<file path="config.mk">
export PLATFORM = sky130hd
export DESIGN_NAME = uv_intra_pred
export DESIGN_NICKNAME = d
export VERILOG_FILES = /design/src/rtl/uv_intra_pred.sv
export SDC_FILE = /design/constraint.sdc
export NUM_CORES = 2
export LEC_CHECK = 0
export BUFFER_PORTS_ARGS = -buffer_cell sky130_fd_sc_hd__buf_2
export CORE_AREA = 2 2 513 515
export CTS_BUF_LIST = sky130_fd_sc_hd__clkbuf_2 sky130_fd_sc_hd__clkbuf_4 sky130_fd_sc_hd__clkbuf_8
export DETAILED_ROUTE_END_ITERATION = 8
export DIE_AREA = 0 0 515 517
export SLEW_MARGIN = 15
export SYNTH_ARGS = -nofsm -noshare
export SYNTH_HDL_FRONTEND = slang
export SYNTH_SLANG_ARGS = --single-unit
</file>
<file path="constraint.sdc">
create_clock -name clk -period 7.1 [get_ports clk]
set_input_delay 0.71 -clock clk [delete_from_list [all_inputs] [get_ports clk]]
set_output_delay 0.71 -clock clk [all_outputs]
set_load 0.02 [all_outputs]
</file>
<file path="src/rtl/uv_intra_pred.sv">
// uv_intra_pred: VP8 chroma intra predictor for one macroblock (U|V, 16x8).
// Captures the neighbours on start, computes the DC values in one cycle, then
// writes one 16-pixel row per cycle into the registered UVPred block.
// Ports:
//   clk, rst_n              clock, async active-low reset
//   start                   one-cycle job request (ignored while busy)
//   x, y                    macroblock position; 0 means that edge is missing
//   mode                    0=DC 1=TM 2=VE 3=HE
//   top_u/v, left_u/v       8 neighbour pixels per plane, pixel i at [8i+7:8i]
//   top_left_u/v            corner pixel per plane
//   UVPred                  pixel (r,c) at [128r+8c+7:128r+8c], U cols 0-7, V cols 8-15
//   busy                    high from the cycle after accept through done
//   done                    one-cycle pulse when UVPred is complete
module uv_intra_pred #(
  parameter int unsigned BLOCK_SIZE = 8
) (
  input  logic                              clk,
  input  logic                              rst_n,
  input  logic                              start,
  input  logic [9:0]                        x,
  input  logic [9:0]                        y,
  input  logic [1:0]                        mode,
  input  logic [BLOCK_SIZE*8-1:0]           top_u,
  input  logic [BLOCK_SIZE*8-1:0]           top_v,
  input  logic [BLOCK_SIZE*8-1:0]           left_u,
  input  logic [BLOCK_SIZE*8-1:0]           left_v,
  input  logic [7:0]                        top_left_u,
  input  logic [7:0]                        top_left_v,
  output logic [BLOCK_SIZE*BLOCK_SIZE*16-1:0] UVPred,
  output logic                              busy,
  output logic                              done
);

  localparam int unsigned PW    = 8;
  localparam int unsigned EDGE_W = BLOCK_SIZE * PW;
  localparam int unsigned ROW_W = 2 * EDGE_W;
  localparam int unsigned RW    = $clog2(BLOCK_SIZE);

  localparam logic [1:0] MODE_DC = 2'd0;
  localparam logic [1:0] MODE_TM = 2'd1;
  localparam logic [1:0] MODE_VE = 2'd2;

  typedef enum logic [1:0] {IDLE, SUM, ROW, FIN} state_t;

  state_t state_q, state_d;
  logic   busy_d, done_d, capture_c, sum_c, row_we_c;

  logic [1:0]        mode_q;
  logic              has_top_q, has_left_q;
  logic [EDGE_W-1:0] top_u_q, top_v_q, left_u_q, left_v_q;
  logic [7:0]        tl_u_q, tl_v_q, dc_u_q, dc_v_q;
  logic [RW-1:0]     r_q;

  logic [11:0]       sum_tu, sum_tv, sum_lu, sum_lv;
  logic [ROW_W-1:0]  row_c;

  // DC value from the available edge sums
  function automatic logic [7:0] dc_of(input logic ht, input logic hl,
                                       input logic [11:0] st, input logic [11:0] sl);
    logic [11:0] acc;
    acc = 12'd0;
    unique case ({ht, hl})
      2'b11:   acc = (st + sl + 12'd8) >> 4;
      2'b10:   acc = (st + 12'd4) >> 3;
      2'b01:   acc = (sl + 12'd4) >> 3;
      default: acc = 12'd128;
    endcase
    return acc[7:0];
  endfunction

  // One predicted pixel; TM falls back to VE/HE/129 when edges are missing
  function automatic logic [7:0] pix(input logic [1:0] m, input logic ht, input logic hl,
                                     input logic [7:0] t, input logic [7:0] l,
                                     input logic [7:0] tl, input logic [7:0] dc);
    logic signed [9:0] s;
    logic [7:0]        p;
    s = $signed({2'b00, t}) + $signed({2'b00, l}) - $signed({2'b00, tl});
    p = 8'd0;
    unique case (m)
      MODE_DC: p = dc;
      MODE_VE: p = ht ? t : 8'd127;
      MODE_TM: begin
        if (ht && hl) begin
          if (s < 10'sd0)        p = 8'd0;
          else if (s > 10'sd255) p = 8'd255;
          else                   p = s[7:0];
        end else if (hl) begin
          p = l;
        end else if (ht) begin
          p = t;
        end else begin
          p = 8'd129;
        end
      end
      default: p = hl ? l : 8'd129;
    endcase
    return p;
  endfunction

  // Next-state and control decode
  always_comb begin
    state_d   = state_q;
    capture_c = 1'b0;
    sum_c     = 1'b0;
    row_we_c  = 1'b0;
    unique case (state_q)
      IDLE: if (start) begin
        capture_c = 1'b1;
        state_d   = SUM;
      end
      SUM: begin
        sum_c   = 1'b1;
        state_d = ROW;
      end
      ROW: begin
        row_we_c = 1'b1;
        if (r_q == RW'(BLOCK_SIZE - 1)) state_d = FIN;
      end
      default: state_d = IDLE;
    endcase
    busy_d = (state_d != IDLE);
    done_d = (state_d == FIN);
  end

  // Edge sums for DC
  always_comb begin
    sum_tu = 12'd0;
    sum_tv = 12'd0;
    sum_lu = 12'd0;
    sum_lv = 12'd0;
    for (int i = 0; i < int'(BLOCK_SIZE); i++) begin
      sum_tu = sum_tu + 12'(top_u_q[PW*i +: PW]);
      sum_tv = sum_tv + 12'(top_v_q[PW*i +: PW]);
      sum_lu = sum_lu + 12'(left_u_q[PW*i +: PW]);
      sum_lv = sum_lv + 12'(left_v_q[PW*i +: PW]);
    end
  end

  // Current row: U half then V half
  always_comb begin
    row_c = '0;
    for (int c = 0; c < int'(BLOCK_SIZE); c++) begin
      row_c[PW*c +: PW] = pix(mode_q, has_top_q, has_left_q, top_u_q[PW*c +: PW],
                              left_u_q[PW*r_q +: PW], tl_u_q, dc_u_q);
      row_c[EDGE_W + PW*c +: PW] = pix(mode_q, has_top_q, has_left_q, top_v_q[PW*c +: PW],
                                       left_v_q[PW*r_q +: PW], tl_v_q, dc_v_q);
    end
  end

  always_ff @(posedge clk or negedge rst_n) begin
    if (!rst_n) begin
      state_q    <= IDLE;
      busy       <= 1'b0;
      done       <= 1'b0;
      r_q        <= '0;
      UVPred     <= '0;
      mode_q     <= 2'd0;
      has_top_q  <= 1'b0;
      has_left_q <= 1'b0;
      top_u_q    <= '0;
      top_v_q    <= '0;
      left_u_q   <= '0;
      left_v_q   <= '0;
      tl_u_q     <= 8'd0;
      tl_v_q     <= 8'd0;
      dc_u_q     <= 8'd0;
      dc_v_q     <= 8'd0;
    end else begin
      state_q <= state_d;
      busy    <= busy_d;
      done    <= done_d;
      if (capture_c) begin
        mode_q     <= mode;
        has_top_q  <= (y != 10'd0);
        has_left_q <= (x != 10'd0);
        top_u_q    <= top_u;
        top_v_q    <= top_v;
        left_u_q   <= left_u;
        left_v_q   <= left_v;
        tl_u_q     <= top_left_u;
        tl_v_q     <= top_left_v;
        r_q        <= '0;
      end
      if (sum_c) begin
        dc_u_q <= dc_of(has_top_q, has_left_q, sum_tu, sum_lu);
        dc_v_q <= dc_of(has_top_q, has_left_q, sum_tv, sum_lv);
      end
      if (row_we_c) begin
        UVPred[ROW_W*r_q +: ROW_W] <= row_c;
        r_q <= r_q + RW'(1);
      end
    end
  end

endmodule

</file>
==> run summary <==
Status: finished, final reports clean
First-pass GRT wire length: 515000 um
Share of the clock period used by the worst path: 0.891
Distinct cells, synth: 116
WL final: 384000 um
# resized after CTS: 0
Reg2Reg Capture Point: dc_v_q[7]
Total grt overflow: 0
Launching point of the worst reg2reg path: top_v_q[25]
Starting Density: 0.274
RePlAce Congestion: 0.969
Initial DRC count: 6349
Reg2reg setup slack: 0.77 ns
CTS max path bufs: 4
Initial antenna violation count: 77
PortBufs: 1322
Achievable frequency: 0.158 GHz
Design area: 0.0915 mm2
RSZ-0062 raised after global routing: no
Layout cell share with drive strength beyond 1: 0.300
Post-CTS Setup Bufs: 0
Vias per cell: 5.29
Post-DRT Antenna Nets: 0
Register area: 0.0331 mm2
Seq cells post-synth: 1323
Max_cap viols: 0
Critical path data required time: 7.97 ns
Residual DRC: 0
Largest area contributor in the netlist: dfrtp_1
H-Tree Depth: 4
WL per Instance: 31.5 um
Pins Over Slew Limit: 0
Worst Hold Class: in2reg
Multi-input logic area: 0.0353 mm2
Synth Instances: 6826
Main flop type after synthesis: dfrtp_1
Mux contribution to synthesized area: 0.0815
Hold violation count in the final report: 0
Min Clock Period, post-route: 6.33 ns
Layout overhead on the synthesized area: 27.8%
Clock Skew: 0.143 ns
Vias in the first global route: 62800
Clock Latency Late Sink: 1.08 ns
Hold depth: 2
Sequential share of the synthesized area: 0.462
Register-to-Register Path Depth: 22
Num ports: 1323
Row cnt: 188
Post-DP Area: 0.0837 mm2
Synth Area in XOR/XNOR: 0.0173
Final cell count without fillers: 12200
Post-Synth Simple-Gate Area: 0.0969
Post-synth EDFFs: 0
Final setup viols: 0
Hold-fix buffers, CTS: 264
CP Max Fanout: 5
Top post-synthesis cells by area: dfrtp_1 (46%), fa_1 (8.4%), mux2_2 (6.8%)
CTS tree: built
Fillcell total: 26500
Gr usage total: 0.278
Max-slew headroom: 0.159
Setup TNS: 0 ns
Top-count cell post-synth: dfrtp_1
Critical path type: reg2reg
Post-Syn Nets: 7651
Clock slew at reported path FFs: 0.07 ns
Kind of start point of the critical path: register
Die height: 517 um
Root Buffer: clkbuf_8
CP Data Arrival Time: 7.19 ns
Critical path capture point type: register
Synth top cells by count: dfrtp_1 (1323), nand2_1 (991), o21ai_0 (642), inv_1 (618), mux2_2 (434)
Largest family of logic cells by synthesized area: compound AO/OA/AOI/OAI gates
YS warnings: 0
Post-synthesis adder-cell area fraction: 0.124
Syn_area_per_cell: 10.5 um2
Hpwl dp: 291000 um
Worst-Margin Slew: 1.26 ns
Die Area: 0.266 mm2
CTS sink cnt: 1323
Via count: 64400
Post-synth top area share: 0.462
Die W: 515 um
Worst Hold Path EP: top_v_q[46]
Dpl cells: 11500
Drt pass-1 iters: 6
Largest net degree at the start of global routing: 181
Synth Area in Compound Gates: 0.166
Synth async-reset ratio: 1.00
Fin nets: 9381
Core area: 0.261 mm2
Area of the mapped netlist: 0.0716 mm2
Hold Startpoint: top_v[46]
Num CTS Buffers: 233
[sequential cells by signal (all words and copies together), names as in the netlist]
signal and cells:
r_q 3, top_u_q 64, has_top_q 1, state_q 2
left_u_q 64, tl_v_q 8, dc_u_q 8, dc_v_q 8
tl_u_q 8, top_v_q 64, busy 1, done 1
has_left_q 1, mode_q 2, left_v_q 64, UVPred 1024
[cell families (layout without fill, tap and decap cells)]
kind of cell	after synthesis	count (layout)
muxes	495	495
adders and majority gates	528	528
and+or+nand+nor	1614	1614
other	0	46
AOI/OAI and AO/OA	1759	1759
buffers and inverters	966	2865
xor gates and xnor gates	141	141
DFF	1323	1323
[layout by cell type, fill, tap and decap left out, types with 75 or more instances in the layout]
master            n
nand2_1         987
xnor2_1          76
clkbuf_8        279
clkbuf_4         75
a22o_1          240
dfrtp_1        1321
fa_1            301
buf_2          1321
ha_1            225
mux2_2          434
a21oi_1         194
o31ai_1         146
dlygate4sd3_1   264
inv_1           618
nor2_1          254
buf_4           238
o21ai_0         634
[per-stage QoR]
stage / utilization / setup WS (ns) / hold slack [ns]
after CTS: 0.350 / 0.835 / 0.00301
final: 0.350 / 0.773 / 0.0836
after global routing: 0.350 / 0.478 / 0.0185
after detailed placement: 0.320 / 0.841 / 0.459
after floorplan: - / 1.42 / 0.414
after global placement: 0.320 / 0.921 / 0.454
[metal layers]
| layer | vias up | share of wire | GRT usage |
|---|---|---|---|
| met2 | 3749 | 0.44 | 0.422 |
| met3 | 789 | 0.092 | 0.0661 |
| li1 | 27200 | - | - |
| met1 | 32700 | 0.41 | 0.364 |
| met4 | 32 | 0.061 | 0.152 |
| met5 | - | 0.00055 | 0 |
[critical path, stage by stage (launching register included)]
cell and delay [ns]:
dfrtp_1 0.45, inv_1 0.19, fa_1 0.60, fa_1 0.60
fa_1 0.44, fa_1 0.38, inv_1 0.07, ha_1 0.20
inv_1 0.08, fa_1 0.45, nand2b_1 0.17, o2bb2ai_1 0.17
xnor2_1 0.28, ha_1 0.30, ha_1 0.34, nand3_1 0.10
nand2_1 0.05, a41o_1 0.25, o41a_1 0.36, a21oi_1 0.20
xor2_1 0.09, or3_1 0.34, o311ai_0 0.09
[area by class of cell]
cell class                      instances  area share
Multi-Input combinational cell       4537       0.385
Sequential cell                      1323       0.362
Timing Repair Buffer                 1838       0.124
Clock buffer                          353      0.0480
Tap cell                             3420      0.0468
Inverter                              623      0.0256
Clock inverter                         51     0.00730
Antenna cell                           46     0.00126
[worst max path at each step]
stage	endpoint	startpoint	slack [ns]
final	dc_v_q[7]	top_v_q[25]	0.77
after global routing	dc_v_q[7]	top_v_q[26]	0.48
after detailed placement	dc_u_q[7]	left_u_q[26]	0.84
after floorplan	dc_v_q[7]	top_v_q[26]	1.42
after CTS	dc_v_q[7]	top_v_q[25]	0.84
after global placement	dc_u_q[7]	left_u_q[27]	0.92
Power is left out: the tool's default activity adds up to more than one toggle a clock period on the data nets, which glitch-free logic cannot reach.
